==> config.mk <==
export PLATFORM = sky130hd
export DESIGN_NAME = ps2_host_tx
export DESIGN_NICKNAME = d
export VERILOG_FILES = /design/src/rtl/ps2_pkg.sv /design/src/rtl/ps2_line_filter.sv /design/src/rtl/ps2_host_tx.sv
export SDC_FILE = /design/constraint.sdc
export NUM_CORES = 1
export LEC_CHECK = 0
export CAP_MARGIN = 10
export CORE_MARGIN = 2
export CORE_UTILIZATION = 30
export CTS_CLUSTER_SIZE = 25
export DETAILED_ROUTE_END_ITERATION = 16
export PLACE_DENSITY_LB_ADDON = 0.08
export SLEW_MARGIN = 20
export SYNTH_ARGS = -nofsm -noshare
export SYNTH_HDL_FRONTEND = slang
export SYNTH_SLANG_ARGS = --single-unit
export TNS_END_PERCENT = 100
==> constraint.sdc <==
create_clock -name board_clk -period 5.05 [get_ports board_clk]
set_input_delay 1.01 -clock board_clk [delete_from_list [all_inputs] [get_ports board_clk]]
set_output_delay 1.01 -clock board_clk [all_outputs]
set_load 0.02 [all_outputs]
==> src/rtl/ps2_pkg.sv <==
// Shared definitions for the PS/2 host-side transmitter: FSM states, abort codes,
// keyboard command bytes and the frame builder.
package ps2_pkg;

    typedef enum logic [2:0] {
        StIdle,
        StInhibit,
        StStart,
        StReq,
        StData,
        StAck,
        StWaitIdle,
        StAbort
    } ps2_state_e;

    localparam logic [1:0] ERR_NONE    = 2'b00;
    localparam logic [1:0] ERR_NORESP  = 2'b01;
    localparam logic [1:0] ERR_TIMEOUT = 2'b10;
    localparam logic [1:0] ERR_NACK    = 2'b11;

    localparam logic [7:0] CMD_SET_LEDS = 8'hED;
    localparam logic [7:0] CMD_ENABLE   = 8'hF4;
    localparam logic [7:0] CMD_RESET    = 8'hFF;

    localparam int unsigned CycCntW   = 21;
    localparam logic [3:0]  FrameBits = 4'd10;

    // {stop, odd parity, data}, shifted out LSB first.
    function automatic logic [9:0] build_frame(input logic [7:0] data);
        return {1'b1, ~^data, data};
    endfunction

endpackage

==> src/rtl/ps2_line_filter.sv <==
// Two-flop synchronizer followed by a glitch filter: the output only follows the
// synchronized pin after FILTER_LEN consecutive samples disagree with it.
module ps2_line_filter #(
    parameter int unsigned FILTER_LEN = 8
) (
    input  logic board_clk,
    input  logic reset,
    input  logic line_i,
    output logic filt_o
);

    localparam int unsigned CntW = (FILTER_LEN > 1) ? $clog2(FILTER_LEN) : 1;

    logic [1:0]      sync_q;
    logic            filt_q, filt_d;
    logic [CntW-1:0] cnt_q, cnt_d;

    always_ff @(posedge board_clk or posedge reset) begin
        if (reset) begin
            sync_q <= 2'b11;
            filt_q <= 1'b1;
            cnt_q  <= '0;
        end else begin
            sync_q <= {sync_q[0], line_i};
            filt_q <= filt_d;
            cnt_q  <= cnt_d;
        end
    end

    always_comb begin
        filt_d = filt_q;
        cnt_d  = '0;
        if (sync_q[1] != filt_q) begin
            if (cnt_q == CntW'(FILTER_LEN - 1)) begin
                filt_d = sync_q[1];
            end else begin
                cnt_d = cnt_q + 1'b1;
            end
        end
    end

    assign filt_o = filt_q;

endmodule

==> src/rtl/ps2_host_tx.sv <==
// Host-to-device PS/2 transmitter: request-to-send, frame shift-out on device
// clocks, ACK check, with no-response, frame-timeout and NACK aborts.
module ps2_host_tx
    import ps2_pkg::*;
#(
    parameter int unsigned INHIBIT_CYCLES = 12000,
    parameter int unsigned START_CYCLES   = 500,
    parameter int unsigned REQ_TIMEOUT    = 1500000,
    parameter int unsigned FRAME_TIMEOUT  = 200000,
    parameter int unsigned FILTER_LEN     = 8
) (
    input  logic       board_clk,
    input  logic       reset,
    input  logic [7:0] tx_data_i,
    input  logic       tx_valid_i,
    output logic       tx_ready_o,
    output logic       tx_done_o,
    output logic       tx_error_o,
    output logic [1:0] tx_err_code_o,
    output logic       busy_o,
    input  logic       ps2_clk_i,
    input  logic       ps2_data_i,
    output logic       ps2_clk_oe_o,
    output logic       ps2_data_oe_o
);

    ps2_state_e         state_q, state_d;
    logic [9:0]         sh_q, sh_d;
    logic [3:0]         bit_cnt_q, bit_cnt_d;
    logic [CycCntW-1:0] cyc_cnt_q, cyc_cnt_d;
    logic               data_oe_q, data_oe_d;
    logic [1:0]         err_code_q, err_code_d;
    logic               clk_prev_q;

    logic clk_filt, data_filt, clk_fall, frame_to;

    ps2_line_filter #(.FILTER_LEN(FILTER_LEN)) u_clk_filt (
        .board_clk(board_clk),
        .reset    (reset),
        .line_i   (ps2_clk_i),
        .filt_o   (clk_filt)
    );

    ps2_line_filter #(.FILTER_LEN(FILTER_LEN)) u_data_filt (
        .board_clk(board_clk),
        .reset    (reset),
        .line_i   (ps2_data_i),
        .filt_o   (data_filt)
    );

    assign clk_fall = clk_prev_q & ~clk_filt;
    assign frame_to = (cyc_cnt_q >= CycCntW'(FRAME_TIMEOUT));

    always_ff @(posedge board_clk or posedge reset) begin
        if (reset) begin
            state_q    <= StIdle;
            sh_q       <= '0;
            bit_cnt_q  <= '0;
            cyc_cnt_q  <= '0;
            data_oe_q  <= 1'b0;
            err_code_q <= ERR_NONE;
            clk_prev_q <= 1'b1;
        end else begin
            state_q    <= state_d;
            sh_q       <= sh_d;
            bit_cnt_q  <= bit_cnt_d;
            cyc_cnt_q  <= cyc_cnt_d;
            data_oe_q  <= data_oe_d;
            err_code_q <= err_code_d;
            clk_prev_q <= clk_filt;
        end
    end

    always_comb begin
        state_d    = state_q;
        sh_d       = sh_q;
        bit_cnt_d  = bit_cnt_q;
        data_oe_d  = data_oe_q;
        err_code_d = err_code_q;
        cyc_cnt_d  = (&cyc_cnt_q) ? cyc_cnt_q : cyc_cnt_q + 1'b1;
        unique case (state_q)
            StIdle: begin
                cyc_cnt_d = '0;
                if (tx_valid_i) begin
                    sh_d       = build_frame(tx_data_i);
                    bit_cnt_d  = '0;
                    data_oe_d  = 1'b0;
                    err_code_d = ERR_NONE;
                    state_d    = StInhibit;
                end
            end
            StInhibit: begin
                if (cyc_cnt_q >= CycCntW'(INHIBIT_CYCLES - 1)) begin
                    cyc_cnt_d = '0;
                    state_d   = StStart;
                end
            end
            StStart: begin
                if (cyc_cnt_q >= CycCntW'(START_CYCLES - 1)) begin
                    cyc_cnt_d = '0;
                    state_d   = StReq;
                end
            end
            StReq: begin
                if (cyc_cnt_q >= CycCntW'(REQ_TIMEOUT)) begin
                    err_code_d = ERR_NORESP;
                    state_d    = StAbort;
                end else if (clk_fall) begin
                    data_oe_d = ~sh_q[0];
                    sh_d      = {1'b0, sh_q[9:1]};
                    bit_cnt_d = 4'd1;
                    cyc_cnt_d = '0;
                    state_d   = StData;
                end
            end
            StData: begin
                if (frame_to) begin
                    err_code_d = ERR_TIMEOUT;
                    state_d    = StAbort;
                end else if (clk_fall && bit_cnt_q < FrameBits) begin
                    data_oe_d = ~sh_q[0];
                    sh_d      = {1'b0, sh_q[9:1]};
                    bit_cnt_d = bit_cnt_q + 4'd1;
                    // Stop bit is a released line; wait for the device ACK.
                    if (bit_cnt_d == FrameBits) begin
                        data_oe_d = 1'b0;
                        state_d   = StAck;
                    end
                end
            end
            StAck: begin
                if (frame_to) begin
                    err_code_d = ERR_TIMEOUT;
                    state_d    = StAbort;
                end else if (clk_fall) begin
                    if (!data_filt) begin
                        state_d = StWaitIdle;
                    end else begin
                        err_code_d = ERR_NACK;
                        state_d    = StAbort;
                    end
                end
            end
            StWaitIdle: begin
                if (frame_to) begin
                    err_code_d = ERR_TIMEOUT;
                    state_d    = StAbort;
                end else if (clk_filt && data_filt) begin
                    state_d = StIdle;
                end
            end
            StAbort: state_d = StIdle;
            default: state_d = StIdle;
        endcase
    end

    always_comb begin
        ps2_clk_oe_o  = 1'b0;
        ps2_data_oe_o = 1'b0;
        tx_done_o     = 1'b0;
        tx_error_o    = 1'b0;
        unique case (state_q)
            StInhibit:  ps2_clk_oe_o = 1'b1;
            StStart: begin
                ps2_clk_oe_o  = 1'b1;
                ps2_data_oe_o = 1'b1;
            end
            StReq:      ps2_data_oe_o = 1'b1;
            StData:     ps2_data_oe_o = data_oe_q;
            StWaitIdle: tx_done_o = ~frame_to & clk_filt & data_filt;
            StAbort:    tx_error_o = 1'b1;
            default:    ;
        endcase
        tx_ready_o    = (state_q == StIdle);
        busy_o        = (state_q != StIdle);
        tx_err_code_o = err_code_q;
    end

endmodule

==> summary.txt <==
Synthesis
  – Syn Nets: 354
  – Cell taking the most area after synthesis: dfrtp_1
  – Mean Syn Cell Area: 9.40 um^2
  – Syn Inst Count: 333
  – Ys async rst share: 100%
  – Most frequent cell after synthesis: dfrtp_1
  – Post-synth cell types: 57
  – Yosys warns: 0
  – Most common flop cell mapped by yosys: dfrtp_1
  – Top cell type's share of synthesized area: 37.6%
  – Sequential area share after synthesis: 43.4%
  – Number of synthesized flops with an enable pin: 0
  – Top cells by area, synth: dfrtp_1 (38%), dfstp_2 (5.9%), nor2_1 (4.1%)
  – Post-synth top cells: dfrtp_1 (47), nor2_1 (34), nand2_1 (30), o21ai_0 (25), xor2_1 (13)
  – Post-Syn Area: 3130 um^2
  – Synthesized flop and latch total: 54

STA
  – Clk_skew: 11.6 ps
  – Relative slew slack: 37.9%
  – Min cycle time layout: 3330 ps
  – Unrepaired setup endpoints after global routing: no
  – Worst-Margin Slew: 930 ps
  – Final period util: 65.9%
  – Max Fclk: 300 MHz
  – Setup violators final: 0
  – Min Hold Slack: 363 ps
  – TNS Setup: 0 ps
  – Hold Fails Final Rpt: 0
  – Final Slew Violations: 0
  – Setup ws final: 1720 ps

Global route
  – Antenna violations before repair: 0
  – Total track usage: 13.2%
  – Grt ovf: 0
  – Vias in the first global route: 2308
  – First-pass GRT wire length: 11.8 mm
  – Pin count of the biggest net entering global routing: 55

Detailed routing
  – Iteration-0 DRC Markers: 103
  – # DRC: 0
  – Post-Route WL: 6.90 mm
  – Via count: 2416
  – DR vias/cell: 5.05
  – Wire per inst: 14.4 um
  – DRT Pass-1 Iters: 4
  – Antenna viol nets, final: 0

Die
  – Die H: 106 um
  – Io pins: 21
  – Core area: 10200 um^2
  – Die width: 106 um
  – Row Count: 37
  – Die area: 11300 um^2
  – Starting Density: 30.6%

Critical path
  – Critical Path AT: 2320 ps
  – Nature of the critical path endpoint: output pin
  – Startpoint Class: flop
  – Crit Path Class: reg2out
  – Top cell family by delay on the critical path: simple AND/OR/NAND/NOR gates
  – Reg2reg setup slack: 2300 ps
  – Delay of the slowest critical-path stage: 610 ps
  – Crit path from: cyc_cnt_q[13]$_DFF_PP0_
  – Crit path max fanout: 9
  – Buffer and inverter count on the worst path: 1
  – Slowest stage cell on the critical path: clkdlybuf4s50_1
  – Critical R2R Launch: state_q[2]$_DFFE_PP0P_
  – Crit-path cells: nor4_2, o21ai_0, nor2_1, and3_1, clkdlybuf4s50_1
  – WP data required: 4040 ps
  – Stages on worst setup path: 5
  – Setup crit end: tx_done_o
  – Critical R2R Capture: bit_cnt_q[0]$_DFFE_PP0P_
  – Worst r2r path cells: 5

Power and ir drop
  – Max IR drop VDD: 0.213 mV
  – Static leakage power: 1.45 nW
  – Sequential share of power: 42.3%
  – Internal power: 929 uW
  – Sw Ratio: 40.9%
  – P per Cell Area: 449 nW/um^2
  – Clk pwr share: 17.1%
  – Logic pwr share: 40.6%
  – Switching Power: 644 uW

CTS
  – CTS clk-pin slew, worst paths: 110 ps
  – Hold buffers post-CTS: 0
  – Post-cts resize count: 0
  – CTS Buf Count: 5
  – Clk Latency, worst-skew pair: 320 ps
  – CTS sink count: 54
  – Clk buf depth: 2
  – Post-CTS Setup Bufs: 0
  – # H-tree levels: 2
  – Root buf cell: clkbuf_8
  – CTS tree: built

Outcome
  – Status: completed

Placed design
  – Number of buffers added on ports: 20
  – DP Worst Slack: 2080 ps
  – Post-DP Area: 3400 um^2
  – Placer Congestion: 0.814
  – Detail Placement HPWL: 4.80 mm

Finish
  – P&R area growth vs syn: 11.7%
  – Nets@finish: 362
  – Fin area: 3500 um^2
  – Layout cells sized above 1: 9.06%
  – Antenna diodes: 0

Job
  – Max-cap violations: 0

Min path
  – Worst hold-check path type: reg2reg
==> sequential cells by signal, summed over array words and instances (netlist names), 2 cells and up <==
name,cells
u_data_filt.cnt_q,3
state_q,3
sh_q,10
u_clk_filt.cnt_q,3
bit_cnt_q,4
u_clk_filt.sync_q,2
tx_err_code_o,2
cyc_cnt_q,21
u_data_filt.sync_q,2
==> worst register-to-register path, stage by stage (launching register included) <==
cell and delay (ps):
dfrtp_1 620, and2b_1 410, nand2_1 260, o21ai_0 490, o221ai_2 460, mux2_2 410
==> area by class of cell <==
class | count | area (um^2)
clock buffers | 5 | 68.8
clock inverters | 3 | 28.8
fillers | 1054 | 6730
inverters | 8 | 30.0
multi-input cells | 251 | 1630
flip-flops and latches | 54 | 1360
well taps | 136 | 170
repair buffers | 21 | 208
==> cells in the final DEF (no fill, tap or decap), drive strengths merged, types with 3 or more instances in the layout <==
| master | n |
|---|---|
| ha | 8 |
| mux2 | 4 |
| dfstp | 7 |
| and3 | 7 |
| o21a | 3 |
| nand4 | 6 |
| nor3 | 12 |
| clkbuf | 5 |
| nor2b | 4 |
| mux2i | 10 |
| nand3 | 11 |
| xnor2 | 12 |
| nand2 | 30 |
| a211oi | 6 |
| o21ai | 26 |
| nor3b | 4 |
| dfrtp | 47 |
| xor2 | 13 |
| nor2 | 34 |
| clkdlybuf4s50 | 20 |
| o31ai | 4 |
| a31oi | 4 |
| a21oi | 14 |
| nand2b | 7 |
| and4 | 4 |
| inv | 9 |
==> per-stage QoR <==
step | cells | total power, mW | util, %
global route | 478 | 1.71 | 34.2
global placement | 470 | 1.32 | 33.2
floorplan | 333 | 1.14 | -
CTS | 478 | 1.60 | 34.2
detailed placement | 470 | 1.32 | 33.2
finish | 478 | 1.57 | 34.2
==> cells by family after synthesis <==
group / synth area share, %
XOR/XNOR: 6.99
AO/OA/AOI/OAI: 14.9
multiplexers: 4.63
buffers and inverters: 4.51
AND/OR/NAND/NOR: 22.3
flip-flops: 43.4
adder cells (fa/ha/maj): 3.20
==> power by group through the flow <==
stage | clock [mW] | sequential, mW | combinational [mW]
4_1_cts | 0.286 | 0.667 | 0.649
3_3_place_gp | 0 | 0.674 | 0.646
2_1_floorplan | 0 | 0.612 | 0.532
3_5_place_dp | 0 | 0.675 | 0.646
6_report | 0.269 | 0.665 | 0.638
5_1_grt | 0.302 | 0.686 | 0.720
==> worst min-delay path by stage <==
stage / endpoint / start / depth (start not counted) / slack (ps)
2_1_floorplan: u_clk_filt.sync_q[1]$_DFF_PP1_ / u_clk_filt.sync_q[0]$_DFF_PP1_ / 0 / 350
3_3_place_gp: u_clk_filt.sync_q[1]$_DFF_PP1_ / u_clk_filt.sync_q[0]$_DFF_PP1_ / 0 / 350
3_5_place_dp: u_data_filt.sync_q[1]$_DFF_PP1_ / u_data_filt.sync_q[0]$_DFF_PP1_ / 0 / 350
4_1_cts: u_data_filt.sync_q[1]$_DFF_PP1_ / u_data_filt.sync_q[0]$_DFF_PP1_ / 0 / 370
5_1_grt: u_data_filt.sync_q[1]$_DFF_PP1_ / u_data_filt.sync_q[0]$_DFF_PP1_ / 0 / 370
6_report: u_data_filt.sync_q[1]$_DFF_PP1_ / u_data_filt.sync_q[0]$_DFF_PP1_ / 0 / 360
==> layer usage <==
| metal | vias up | track usage, % | part of all wire, % |
|---|---|---|---|
| li1 | 1195 | - | - |
| met1 | 1194 | 19.3 | 52 |
| met2 | 20 | 19.8 | 45 |
| met3 | 7 | 2.45 | 2.1 |
| met4 | 0 | 3.95 | 1.2 |
| met5 | - | 0 | 0 |
No activity file was read; power rests on OpenSTA's default activity.
